==> src/rtl/mux_rr_arbiter.sv <==
// Round-robin arbiter that owns the select of a shared MUX_WIDTH-input mux.
// One owner at a time; a hold limit forces rotation while others are waiting.
module mux_rr_arbiter #(
  parameter int MUX_WIDTH = 16,
  parameter int MAX_HOLD  = 4
) (
  input  logic                         clk,
  input  logic                         reset,
  input  logic [MUX_WIDTH-1:0]         req,
  input  logic                         done,
  output logic [MUX_WIDTH-1:0]         grant,
  output logic [$clog2(MUX_WIDTH)-1:0] sel,
  output logic                         valid
);

  localparam int SW = $clog2(MUX_WIDTH);
  localparam int HW = (MAX_HOLD > 1) ? $clog2(MAX_HOLD) : 1;
  localparam logic [HW-1:0] HOLD_LAST = HW'(MAX_HOLD - 1);

  typedef enum logic {IDLE = 1'b0, BUSY = 1'b1} state_t;

  state_t               state_reg;
  logic [MUX_WIDTH-1:0] grant_reg;
  logic [SW-1:0]        sel_reg;
  logic [SW-1:0]        owner_reg;
  logic [SW-1:0]        ptr_reg;
  logic [HW-1:0]        hold_reg;

  logic [MUX_WIDTH-1:0] other_req;
  logic [MUX_WIDTH-1:0] cand_onehot;
  logic                 others_pending;
  logic                 rel_now;
  logic [SW-1:0]        start_next;
  logic                 cand_found;
  logic [SW-1:0]        cand_idx;

  genvar gi;
  generate
    for (gi = 0; gi < MUX_WIDTH; gi++) begin : g_bits
      assign other_req[gi]   = req[gi] && (owner_reg != SW'(gi));
      assign cand_onehot[gi] = (cand_idx == SW'(gi));
    end
  endgenerate

  assign others_pending = |other_req;
  assign rel_now = (state_reg == BUSY) &&
                   (done || !req[owner_reg] || ((hold_reg == HOLD_LAST) && others_pending));
  // The releasing owner goes to the back of the line.
  assign start_next = rel_now ? (owner_reg + SW'(1)) : ptr_reg;

  // Walk offsets from the far end down so the nearest requester wins.
  always_comb begin : scan_p
    logic [SW-1:0] idx;
    idx        = '0;
    cand_found = 1'b0;
    cand_idx   = '0;
    for (int k = MUX_WIDTH - 1; k >= 0; k--) begin
      idx = start_next + SW'(k);
      if (req[idx]) begin
        cand_found = 1'b1;
        cand_idx   = idx;
      end
    end
  end

  always_ff @(posedge clk) begin
    if (reset) begin
      state_reg <= IDLE;
      grant_reg <= '0;
      sel_reg   <= '0;
      owner_reg <= '0;
      ptr_reg   <= '0;
      hold_reg  <= '0;
    end else if (state_reg == IDLE || rel_now) begin
      if (rel_now) begin
        ptr_reg <= start_next;
      end
      hold_reg <= '0;
      if (cand_found) begin
        state_reg <= BUSY;
        owner_reg <= cand_idx;
        sel_reg   <= cand_idx;
        grant_reg <= cand_onehot;
      end else begin
        state_reg <= IDLE;
        grant_reg <= '0;
      end
    end else if (hold_reg != HOLD_LAST) begin
      hold_reg <= hold_reg + HW'(1);
    end
  end

  assign grant = grant_reg;
  assign sel   = sel_reg;
  assign valid = (state_reg == BUSY);

endmodule

==> config.mk <==
export PLATFORM = sky130hd
export DESIGN_NAME = mux_rr_arbiter
export DESIGN_NICKNAME = d
export VERILOG_FILES = /design/src/rtl/mux_rr_arbiter.sv
export SDC_FILE = /design/constraint.sdc
export NUM_CORES = 1
export LEC_CHECK = 0
export ABC_AREA = 1
export BUFFER_PORTS_ARGS = -buffer_cell sky130_fd_sc_hd__buf_2
export CORE_UTILIZATION = 57
export DETAILED_ROUTE_END_ITERATION = 10
export GPL_ROUTABILITY_DRIVEN = 0
export MAX_ROUTING_LAYER = met4
export PLACE_DENSITY = 0.76
export SLEW_MARGIN = 20
export SYNTH_ARGS = -nofsm -noshare
export SYNTH_HDL_FRONTEND = slang
export SYNTH_SLANG_ARGS = --single-unit
export TNS_END_PERCENT = 30
==> constraint.sdc <==
create_clock -name clk -period 8.5 [get_ports clk]
set_clock_uncertainty 0.15 [all_clocks]
set_input_delay 1.275 -clock clk [delete_from_list [all_inputs] [get_ports clk]]
set_output_delay 1.275 -clock clk [all_outputs]
set_load 0.01 [all_outputs]
Word level (Yosys, flattened, before mapping):

Index checks and enable logic that the tools add are counted.

* register bits: 27
* latch bits: 0
* RAM bits: 0
* bits in read-only memories: 0
* memories: 0

* add/subtract/negate cells: 17
* $mul: 0
* div/mod/pow operators: 0
* order comparisons: 17
* equality and inequality tests: 32
* shift-type cells: 0
* muxes and demuxes: 69
* bitwise gates (word level): 1
* reductions and logical operators: 28

Operators with widths (number)
* $lt 4x5->1 const B: 17
* $bmux 1 s4: 17
* $mux 4: 17
* $mux 1: 34
* $add 4x4->4 const B: 8
* $eq 4x4->1 const B: 8
* $ne 4x4->1 const B: 8
* $logic_and 1x1->1: 18
* $add 4x3->4 const B: 4
* $eq 4x3->1 const B: 4
* $mux 16: 1
* $ne 4x3->1 const B: 4
* $reduce_or 16->1: 1
* $add 4x1->4 const B: 2
* $add 4x2->4 const B: 2
* $eq 4x2->1 const B: 2
* $ne 4x2->1 const B: 2
* $eq 4x1->1 const B: 1
* $logic_not 4->1: 1
* $ne 4x1->1 const B: 1
* $reduce_and 2->1: 2
* $reduce_bool 4->1: 1
* $logic_or 1x1->1: 3
* $add 2x1->2 const B: 1
* 5 further kinds: 5

Depth between registers and ports, before layout:

* depth after elaboration: 28
* gate-level depth with buffers: 43
* gate-level depth less buffers: 42

Worst setup path after synthesis:

OpenSTA, ideal clock, no wires.

* kind: input to register
* start point: input req[1]
* end point: register owner_reg[1]
* setup time: 116 ps
* arrival: 4809 ps
* setup slack: 3425 ps
* stages: 30
* path buffers: 4
* cell sequence: inv_1 > nand2_1 > nand3_1 > nand2_1 > nand2_1 > nand2_1 > nor2_1 > nor2_1 > nand2_4 > nand2_8 > nand2_2 > nand2_2 > buf_6 > clkbuf_1 > ha_1 > inv_1 > clkbuf_1 > nand3_1 > nand2_1 > nand2_1 > nand2_1 > inv_2 > nand2_2 > nand2_2 > or4_1 > nor4_2 > nor2_1 > buf_6 > o211ai_1 > inv_1

* word-level cells in the longest chain between the ends: 27
* elaborated cells between the ends (all ways): 91

RTL lines
* start, declared: RTL line 9 `input logic [MUX_WIDTH-1:0] req,`
* $bmux 1 s4: RTL line 47 `(done || !req[owner_reg] || ((hold_reg == HOLD_LAST) && others_pending));`
* $mux 1 (implied by the code): RTL line 47
* $logic_not 1->1: RTL line 47
* $logic_or 1x1->1 (2 in series): RTL line 47
* $logic_and 1x1->1: RTL line 46 `assign rel_now = (state_reg == BUSY) &&`
* $mux 4: RTL line 49 `assign start_next = rel_now ? (owner_reg + SW'(1)) : ptr_reg;`
* $add 4x4->4: RTL line 58 `idx = start_next + SW'(k);`
* $bmux 1 s4: RTL line 59 `if (req[idx]) begin`
* $mux 1 (implied by the code): RTL line 59
* $mux 1 (16 in series): RTL line 59
* $reduce_and 2->1 (no source line)
* end signal, assigned: RTL line 81 `owner_reg <= cand_idx;`
* end, declared: RTL line 25 `logic [SW-1:0] owner_reg;`

Parallel ways exist; a longest one is shown, timed or not. The select of a mux whose other input is x is not followed.
A chain may end at the register's enable or synchronous reset.

Worst setup path after layout:

* start point: input req[15]
* end point: register grant_reg[9] (netlist: grant[9])

* word-level cells in the longest chain between the ends: 28
* elaborated cells between the ends (all ways): 92

RTL lines
* $bmux 1 s4: RTL line 47
* $mux 1 (implied by the code): RTL line 47
* $logic_not 1->1: RTL line 47
* $logic_or 1x1->1 (2 in series): RTL line 47
* $logic_and 1x1->1: RTL line 46
* $mux 4: RTL line 49
* $add 4x4->4: RTL line 58
* $bmux 1 s4: RTL line 59
* $mux 1 (implied by the code): RTL line 59
* $mux 4 (16 in series): RTL line 59
* $eq 4x4->1: RTL line 41 `assign cand_onehot[gi] = (cand_idx == SW'(gi));`
* $mux 16: RTL line 79 `if (cand_found) begin`
* end signal, assigned: RTL line 83 `grant_reg <= cand_onehot;`
* end, declared: RTL line 23 `logic [MUX_WIDTH-1:0] grant_reg;`

Parallel ways exist; a longest one is shown, timed or not. The select of a mux whose other input is x is not followed.

==> flow_summary.yaml <==
cts:
  cts-resized-gates: 0
  cts_tree: "yes"
  worst_setup_hold_path_clk_slew_ns: 0.09
  cts_hold_repair.buffers: 0
  cts_setup_buffers: 0
  clock_tree.root_cell: "sky130_fd_sc_hd__clkbuf_8"
  ctsHtreeMaxLevel: 1
  insertion_delay_ns: 0.28
  cts_buffers: 3
  tritoncts_num_sinks: 27
  cts_max_path_buffers: 2
timing:
  tightestPinTransition_ns: 0.7507
  timing.slew.headroom_pct: 49.77
  final-hold-violation-count: 0
  rsz0062_at_grt: "false"
  achievable-frequency_mhz: 167.9
  fin_setup_tns_ns: 0
  crit_path_time_final_ns: 5.956
  setup_viol_count_final: 0
  slew_violations: 0
  timing.final.crit_share_pct: 70.07
drt:
  postRouteWirelength_microns: 10320
  route.vias.total: 4186
  drc_errors: 0
  initialDrtViolationCount: 492
  wire_per_inst_microns: 14.22
  drt_pre_antenna_iters: 5
  post_drt_via_cell_ratio: 5.766
  postRouteAntennaNets: 0
floorplanning:
  die_width_microns: 79.54
  row_count: 27
  die-height_microns: 79.54
  floorplan.initialDensity_pct: 60.75
  coreArea_sq_mm: 0.005642
  dieArea_sq_mm: 0.006327
  design.portCount: 40
yosys:
  synth_area_leader_cell: "sky130_fd_sc_hd__nand2_1"
  number_of_cells_produced_by_synthesis: 627
  synthDistinctLibCells: 38
  synthesis.nets: 658
  netlist_top_cells_area: "sky130_fd_sc_hd__nand2_1 26%, sky130_fd_sc_hd__nand3_1 18%, sky130_fd_sc_hd__dfxtp_1 16%, sky130_fd_sc_hd__inv_1 7.0%, sky130_fd_sc_hd__a21oi_1 5.3%"
  mean_instance_size_in_the_synthesized_netlist_sq_um: 5.466
  post-synth-top-area-fraction_pct: 25.74
  netlist_area_sq_mm: 0.003427
  fraction_of_the_yosys_area_taken_by_sequential_cells_pct: 15.77
  yosys_reg_bits: 27
  yosys_warnings: 0
setup_path:
  cpPeakStageDelay_ns: 0.59
  start_kind: "input pin"
  crit_path_frequent_cell: "sky130_fd_sc_hd__nand2_1"
  crit_path_max_fanout: 31
  worst-r2r-setup-slack_ns: 2.57
  r2r_cells: 26
  cp.required_ns: 8.57
  worstSetupEndpointType: "register"
  timing.critical_path.from: "req[15]"
  worst_path_max_delay_cell: "sky130_fd_sc_hd__nand2_2"
  cp-endpoint: "grant[9]$_SDFFE_PP0P_"
  arrival_ns: 6.03
  worstSetupPathType: "input pin to register"
  critical_path.reg2reg.startpoint: "owner_reg[0]$_SDFFE_PP0P_"
  ff_to_ff_end: "grant[9]$_SDFFE_PP0P_"
grt:
  grt_util_all_layers_pct: 34.24
  grt_antenna_before_repair: 0
  wire_length_of_the_first_global_routing_pass_microns: 16500
  gr-total-overflow: 0
  largest_net_degree_at_the_start_of_global_routing: 32
  first_global_vias: 3588
final_layout:
  drive_gt1_share_pct: 14.22
  nets: 686
  area_growth_syn_to_layout_pct: 6.280
  largest_register_ff_count: 16
  finalCoreUtilization_pct: 64.56
  antenna-diode-count: 0
flow_run:
  max_cap_violations: 0
min_path:
  hold_start: "grant[1]$_SDFFE_PP0P_"
  worst_hold_path_type: "register to register"
placed_design:
  port_buffers: 39
  dp.final_hpwl_microns: 8012
run_status:
  run_status: "finished, final reports clean"
-- worst min-delay path by stage --
stage / end / slack [ns] / depth (start not counted)
6_report: grant[1]$_SDFFE_PP0P_ / 0.30 / 2
5_1_grt: grant[11]$_SDFFE_PP0P_ / 0.34 / 2
4_1_cts: grant[3]$_SDFFE_PP0P_ / 0.31 / 2
3_5_place_dp: grant[10]$_SDFFE_PP0P_ / 0.28 / 2
3_3_place_gp: grant[10]$_SDFFE_PP0P_ / 0.28 / 2
2_1_floorplan: grant[0]$_SDFFE_PP0P_ / 0.33 / 2
-- per-layer routing --
layer / part of all wire [%] / track usage, % / vias to the layer above / wire, microns
li1: - / - / 2064 / -
met1: 42 / 43.01 / 1831 / 4329
met2: 46 / 55.73 / 253 / 4705
met3: 9.4 / 2.971 / 38 / 975
met4: 3.0 / 15.27 / 0 / 312
met5: 0 / - / - / 0
-- through the flow --
stage               worst slack (ns)  hold slack, ns  cell area [sq um]  std cells
finish                         2.544          0.3035               3642        726
floorplan                      3.425          0.3261               3427        627
global route                   1.896          0.3433               3642        726
detailed placement             2.347          0.2839               3592        722
CTS                            2.642          0.3081               3642        726
global placement               2.486          0.2835               3592        722
-- cell usage in the layout (no fill, tap or decap), types with 2 or more instances in the layout --
master / count
sky130_fd_sc_hd__nand2_1: 235
sky130_fd_sc_hd__nand3_1: 121
sky130_fd_sc_hd__inv_1: 64
sky130_fd_sc_hd__buf_2: 39
sky130_fd_sc_hd__a21oi_1: 36
sky130_fd_sc_hd__nor2_1: 33
sky130_fd_sc_hd__dfxtp_1: 27
sky130_fd_sc_hd__nand2_2: 24
sky130_fd_sc_hd__ha_1: 12
sky130_fd_sc_hd__inv_2: 9
sky130_fd_sc_hd__o21ai_1: 7
sky130_fd_sc_hd__o21bai_1: 6
sky130_fd_sc_hd__nand4_1: 5
sky130_fd_sc_hd__nor2_2: 3
sky130_fd_sc_hd__a31oi_1: 3
sky130_fd_sc_hd__clkbuf_8: 3
sky130_fd_sc_hd__o21ai_2: 2
sky130_fd_sc_hd__xnor2_1: 2
sky130_fd_sc_hd__xor2_1: 2
sky130_fd_sc_hd__xor2_2: 2
sky130_fd_sc_hd__nand3_2: 2
sky130_fd_sc_hd__nor4_1: 2
-- synthesized netlist by cell type, drive strengths merged --
cell and count:
o21ai 10, ha 12, nand2 261, xnor2 2, or4 1, inv 74
a21oi 37, o21bai 6, o21a 1, nor4 3, o211ai 1, buf 12
xor2 4, clkinv 2, and2 1, nand4 5, a31oi 3, dfxtp 27
clkbuf 4, nand3 123, mux2i 1, nor2 37
-- worst max-delay path: cells and delay by family --
| kind | cells | cell delay (ns) |
|---|---|---|
| adders and majority gates | 1 | 0.47 |
| AOI/OAI and AO/OA | 1 | 0.18 |
| and+or+nand+nor | 22 | 3.47 |
| buffers and inverters | 3 | 0.60 |
-- logic make-up after synthesis --
logic type	count (synthesis)	share of synthesized area, %
compound gates	58	9.821
xor+xnor	6	1.972
fa+ha+maj	12	4.381
buf+inv	92	11.94
flops	27	15.77
mux	1	0.2921
simple gates	431	55.82
-- area by class of cell --
type	instances	area, sq um
Sequential cell	27	540.5
Inverter	76	289.0
Timing Repair Buffer	39	195.2
Fill cell	560	1999
Tap cell	72	90.09
Multi-Input combinational cell	508	2477
Clock inverter	1	8.758
Clock buffer	3	41.29
Power is left out: the tool's default activity adds up to more than one toggle a clock period on the data nets, which glitch-free logic cannot reach.
